**src/rtl/regfile_param.sv**
```systemverilog
// regfile_param: parametrised 2-read / 1-write register file with byte-masked
// writes, optional hardwired-zero register 0 and a sequential clear engine
// that scrubs one register per cycle while ClearBusy is high.
// Optional feature: define REGFILE_BYPASS_EN to forward an in-flight write
// (byte-merged) to either read port in the same cycle.
module regfile_param #(
  parameter int DATA_W   = 32,
  parameter int ADDR_W   = 5,
  parameter int ZERO_REG = 1
) (
  input  logic                Clock,
  input  logic                Reset,
  input  logic [ADDR_W-1:0]   ReadAddr1,
  input  logic [ADDR_W-1:0]   ReadAddr2,
  output logic [DATA_W-1:0]   ReadData1,
  output logic [DATA_W-1:0]   ReadData2,
  input  logic [ADDR_W-1:0]   WriteAddr,
  input  logic [DATA_W-1:0]   WriteData,
  input  logic [DATA_W/8-1:0] WriteMask,
  input  logic                RegWrite,
  input  logic                ClearReq,
  output logic                ClearBusy
);

  localparam int DEPTH  = 2**ADDR_W;
  localparam int NBYTES = DATA_W / 8;
  localparam logic [ADDR_W-1:0] LAST_IDX = '1;

  if ((DATA_W % 8) != 0) begin : gDataWCheck
    $error("regfile_param: DATA_W must be a multiple of 8");
  end

  typedef enum logic {
    IDLE  = 1'b0,
    CLEAR = 1'b1
  } stateT;

  stateT               state;
  stateT               nextState;
  logic [ADDR_W-1:0]   clearIdx;
  logic [DATA_W-1:0]   regs [DEPTH];
  logic                writeAccept;

  // Replace the bytes of oldVal selected by mask with the bytes of newVal.
  function automatic logic [DATA_W-1:0] mergeBytes(
    input logic [DATA_W-1:0] oldVal,
    input logic [DATA_W-1:0] newVal,
    input logic [NBYTES-1:0] mask
  );
    logic [DATA_W-1:0] merged;
    merged = oldVal;
    for (int i = 0; i < NBYTES; i++) begin
      if (mask[i]) merged[8*i +: 8] = newVal[8*i +: 8];
    end
    return merged;
  endfunction

  // True when addr names the hardwired-zero register.
  function automatic logic isZeroReg(input logic [ADDR_W-1:0] addr);
    return (ZERO_REG != 0) && (addr == '0);
  endfunction

  // A write lands only in IDLE and never on the hardwired-zero register.
  always_comb begin
    writeAccept = RegWrite && (state == IDLE) && !isZeroReg(WriteAddr);
  end

  // FSM state register and clear index; reset aborts any clear in progress.
  // NOTE: sequential state uses non-blocking (<=) so every flop samples
  // pre-edge values; blocking here would create order-dependent races.
  always_ff @(posedge Clock or negedge Reset) begin
    if (!Reset) begin
      state    <= IDLE;
      clearIdx <= '0;
    end else begin
      state <= nextState;
      if (state == CLEAR) begin
        clearIdx <= clearIdx + 1'b1;  // wraps to 0 after LAST_IDX
      end else if (ClearReq) begin
        clearIdx <= '0;
      end
    end
  end

  // Next-state logic: start a clear on request, leave after the last register.
  always_comb begin
    nextState = state;
    unique case (state)
      IDLE:    if (ClearReq) nextState = CLEAR;
      CLEAR:   if (clearIdx == LAST_IDX) nextState = IDLE;
      default: nextState = IDLE;
    endcase
  end

  // Register array: async reset, one-register-per-cycle clear, masked write.
  // NOTE: the array is reset explicitly because no read may ever return X;
  // this costs a reset net on every storage flop instead of a RAM macro.
  always_ff @(posedge Clock or negedge Reset) begin
    if (!Reset) begin
      for (int i = 0; i < DEPTH; i++) regs[i] <= '0;
    end else if (state == CLEAR) begin
      regs[clearIdx] <= '0;
    end else if (writeAccept) begin
      regs[WriteAddr] <= mergeBytes(regs[WriteAddr], WriteData, WriteMask);
    end
  end

  // Combinational read ports with zero-register masking and optional bypass.
  // NOTE: every output gets a default first so no path leaves it unassigned,
  // which would otherwise infer a latch.
  always_comb begin
    ReadData1 = regs[ReadAddr1];
    ReadData2 = regs[ReadAddr2];
`ifdef REGFILE_BYPASS_EN
    if (writeAccept && (ReadAddr1 == WriteAddr))
      ReadData1 = mergeBytes(regs[ReadAddr1], WriteData, WriteMask);
    if (writeAccept && (ReadAddr2 == WriteAddr))
      ReadData2 = mergeBytes(regs[ReadAddr2], WriteData, WriteMask);
`else
    // Without forwarding a same-cycle read sees the pre-edge contents.
`endif
    if (isZeroReg(ReadAddr1)) ReadData1 = '0;
    if (isZeroReg(ReadAddr2)) ReadData2 = '0;
  end

  // Busy flag mirrors the CLEAR state directly.
  always_comb begin
    ClearBusy = (state == CLEAR);
  end

endmodule

```
**config.mk**
```make
export PLATFORM = sky130hd
export DESIGN_NAME = regfile_param
export DESIGN_NICKNAME = d
export VERILOG_FILES = /design/src/rtl/regfile_param.sv
export SDC_FILE = /design/constraint.sdc
export NUM_CORES = 2
export LEC_CHECK = 0
export BUFFER_PORTS_ARGS = -buffer_cell sky130_fd_sc_hd__buf_4
export CAP_MARGIN = 0
export CORE_UTILIZATION = 45
export DETAILED_ROUTE_END_ITERATION = 8
export GPL_TIMING_DRIVEN = 0
export RECOVER_POWER = 50
export SLEW_MARGIN = 20
export SYNTH_ARGS = -nofsm -noshare
export SYNTH_HDL_FRONTEND = slang
export SYNTH_SLANG_ARGS = --single-unit
```
**constraint.sdc**
```tcl
create_clock -name Clock -period 2.9 [get_ports Clock]
set_input_delay 0.29 -clock Clock [delete_from_list [all_inputs] [get_ports Clock]]
set_output_delay 0.29 -clock Clock [all_outputs]
set_load 0.05 [all_outputs]
```
==> impl_results.md <==
- Power Density: a little under 600 nW/um2
- Syn. warnings: 0
- CP max FO: 10
- Clock Tree Buf Depth: 3
- Sequential share of the synthesized area: between 40% and 50%
- WL/cell: 50.7 um
- FP Rows: between 100 and 150
- Final Wtd Congestion: 1.09
- Total track usage: 49.3%
- FFs w/ async S/R, synth: 100%
- Vias in the first global route: 50.7k
- Commonest non-fill, non-tap cell in the layout: dfrtp_1
- Avg Inst Size Synth: 13.7 um2
- Initial core utilization: a little under half
- Final Slew Violations: 294
- Primary FF master, synth: dfrtp_1
- Fill cells: 11.6k
- Worst Max-Slew Pin Slew: 2.04 ns
- Netlist Area Pre-Place: 62400 um2
- Distinct cells, synth: 73
- Initial antenna violation count: 21
- Clock root cell: clkbuf_16
- Multi-input gate area: between 30000 and 40000 um2
- Setup crit start: clearIdx[0]
- Initial DRC count: 9823
- Number of max-cap violations: 3
- Final setup fails: 1028
- Final Non-Filler Cells: 6881
- Crit path time final: around 3.2 ns
- WHS: 0.0832 ns
- Worst clock skew: just under 0.03 ns
- ANT nets after route: 0
- Met2 WL: 136 mm
- Syn Nets: between 4k and 5k
- Fmax: 308 MHz
- Core Area: ~140000 um2
- Synth top area cells: dfrtp_1 41%, mux4_2 26%, a22o_1 13%
- Die footprint: 140000 um2
- Area delta synth->final: 19.6%
- Grt ovf: 0
- Hold Path Class: in2reg
- Met3 WL post-DR: 64.4 mm
- I/O pin total: between 100 and 150
- Setup_tns: -135.94 ns
- CTS H-Tree Depth: 3
- Area share of the largest cell type after synthesis: 41.3%
- HP Start: WriteData[30]
- Dominant cell type by area after synthesis: dfrtp_1
- Number of flops mapped to enable cells by yosys: 0
- Final WL: 349 mm
- Critical path class: reg2reg
- Status: finished, violations left
- Reg area: 25800 um2
- VDD IR-drop max: about 0.00055 V
- Violated checks: capacitance limit, slew limit, setup timing
- Die Width: 374 um
- DR top layer: met5
- Layout cells sized above 1: 40.9%
- Final setup margin: -0.348 ns
- Reg2Reg Launch Point: clearIdx[0]
- Cells after Synth: between 4k and 5k
- CTS buffer count: 118
- P_leak: 31.9 nW
- Dpl cells: 6488
- Startpoint Class: flip-flop
- Fin crit share: 112%
- RSZ-0062 raised after global routing: true
- Critical Path RT: 3.54 ns
- Global-route wire length before repair: 462 mm
- CTS tree: done
- Layout net count: 5037
- # port buffers: approximately 110
- DR vias/cell: 7.88
- Arr. time, crit path: 3.89 ns
- Hold Fails Final Rpt: 0
- Largest net degree at the start of global routing: 141
- Residual DRC count: 0
- Met1 WL: between 100 and 150 mm
- Chip height: between 300 and 400 um
- Crit end category: flip-flop
- Detailed-placement wirelength estimate: 260 mm
- First-pass DRT Iterations: 7
- Clock Sinks: 1030
- Max_slew headroom: -35.7%
- Clock-pin slew on the worst setup and hold paths: approximately 0.060 ns
- Commonest cells after routing, fill and taps aside: 1014 x dfrtp_1, 892 x a22o_1, 731 x mux4_2
- Yosys reg bits: 1030
- DR vias: 54.2k
- Clock latency on the worst-skew pair: between 0.7 and 0.8 ns
==> logic make-up (layout without fill, tap and decap cells) <==
| logic type | count (synthesis) | after routing | share of synthesized area (%) |
|---|---|---|---|
| simple gates | 494 | 494 | 3.78 |
| xor+xnor | 2 | 2 | 0.0281 |
| flops | 1030 | 1030 | 41.3 |
| other cells | 0 | 13 | 0 |
| fa+ha+maj | 5 | 5 | 0.100 |
| compound gates | 1334 | 1334 | 17.5 |
| buf+inv | 648 | 1155 | 5.49 |
| mux | 1054 | 1054 | 31.8 |
==> flip-flops by register name, indices dropped and copies added (netlist names) <==
signal     cells
clearIdx       5
regs        1024
ClearBusy      1
==> power by group <==
| group | switching, W | internal (W) | leakage [nW] |
|---|---|---|---|
| sequential | 0.00118 | 0.0153 | 14.3 |
| clock | 0.00683 | 0.00933 | 2.00 |
| combinational | 0.00694 | 0.00365 | 15.6 |
| total | 0.0149 | 0.0283 | 31.9 |
==> layer usage <==
layer | GRT usage, % | vias up
li1 | - | 19400
met1 | 62.7 | 28500
met2 | 63.8 | 5272
met3 | 30.1 | 1039
met4 | 26.6 | 30
met5 | 3.46 | -
==> metrics by stage <==
stage          utilization, %  area, um2  worst slack [ns]  total power [W]
2_1_floorplan               -      62400           -0.0392           0.0213
3_3_place_gp             47.6      65400            -11.49           0.0256
3_5_place_dp             47.9      65900             -1.92           0.0257
4_1_cts                  53.2      73200            -0.254           0.0421
5_1_grt                  54.2      74500            -0.161           0.0437
6_report                 54.2      74600            -0.348           0.0433
==> what timing repair did <==
| action | in CTS | in global routing |
|---|---|---|
| buffers inserted | 87 | 75 |
| setup endpoints to repair | 1053 | 1234 |
| resized for setup | 802 | 278 |
| cloned | 1 | 2 |
| hold buffers | 5 | 0 |
| hold endpoints to repair | 239 | 0 |
| pin swaps | 24 | 20 |
==> synthesized netlist by cell type (5+ instances only) <==
cell,number
buf_4,29
a211o_1,10
o22ai_1,54
nand2_1,246
and2_1,41
nor2_1,44
nand4_1,9
nand3_1,45
mux2i_1,314
dlygate4sd1_1,22
mux4_2,731
a41oi_2,11
mux4_1,8
clkbuf_1,234
a21oi_1,38
nor3_1,24
o21ai_0,165
a22o_1,892
a32o_1,14
buf_1,60
a31oi_1,12
buf_6,58
a32oi_2,9
ha_1,5
a22oi_1,89
nor2b_1,25
a221oi_2,10
inv_1,81
o21a_1,6
dfrtp_1,1030
nand2b_1,17
nor4_2,5
dlymetal6s2s_1,8
buf_2,150
==> path summary, 6_finish.rpt <==
path                            slack (ns)   endpoint  cells past startpoint
worst max register to register       -0.35  regs[483]                      7
max in group asynchronous             0.25   regs[39]                      8
min in group asynchronous             0.51  regs[859]                      5
worst max-delay path                 -0.35  regs[483]                      7
worst min-delay path                  0.08  regs[926]                      3
worst min register to register        0.53  regs[798]                      2
==> cell type report <==
type	instances	area share, %
antenna	13	0.0436
buffer	559	5.69
clock buffer	168	4.66
clock inverter	49	0.760
inverter	82	0.609
multi-input combinational	2889	46.8
sequential	1030	34.6
tap	1794	3.01
timing repair buffer	297	3.81
==> critical path, stage by stage (launching register included) <==
cell	delay, ns
dfrtp_1	0.41
inv_1	0.13
ha_1	0.64
nand2_1	0.11
nor2_1	0.59
a21oi_1	0.42
dlygate4sd1_1	0.53
a22o_1	0.28
Note: power is estimated with default switching activity, not from simulation.
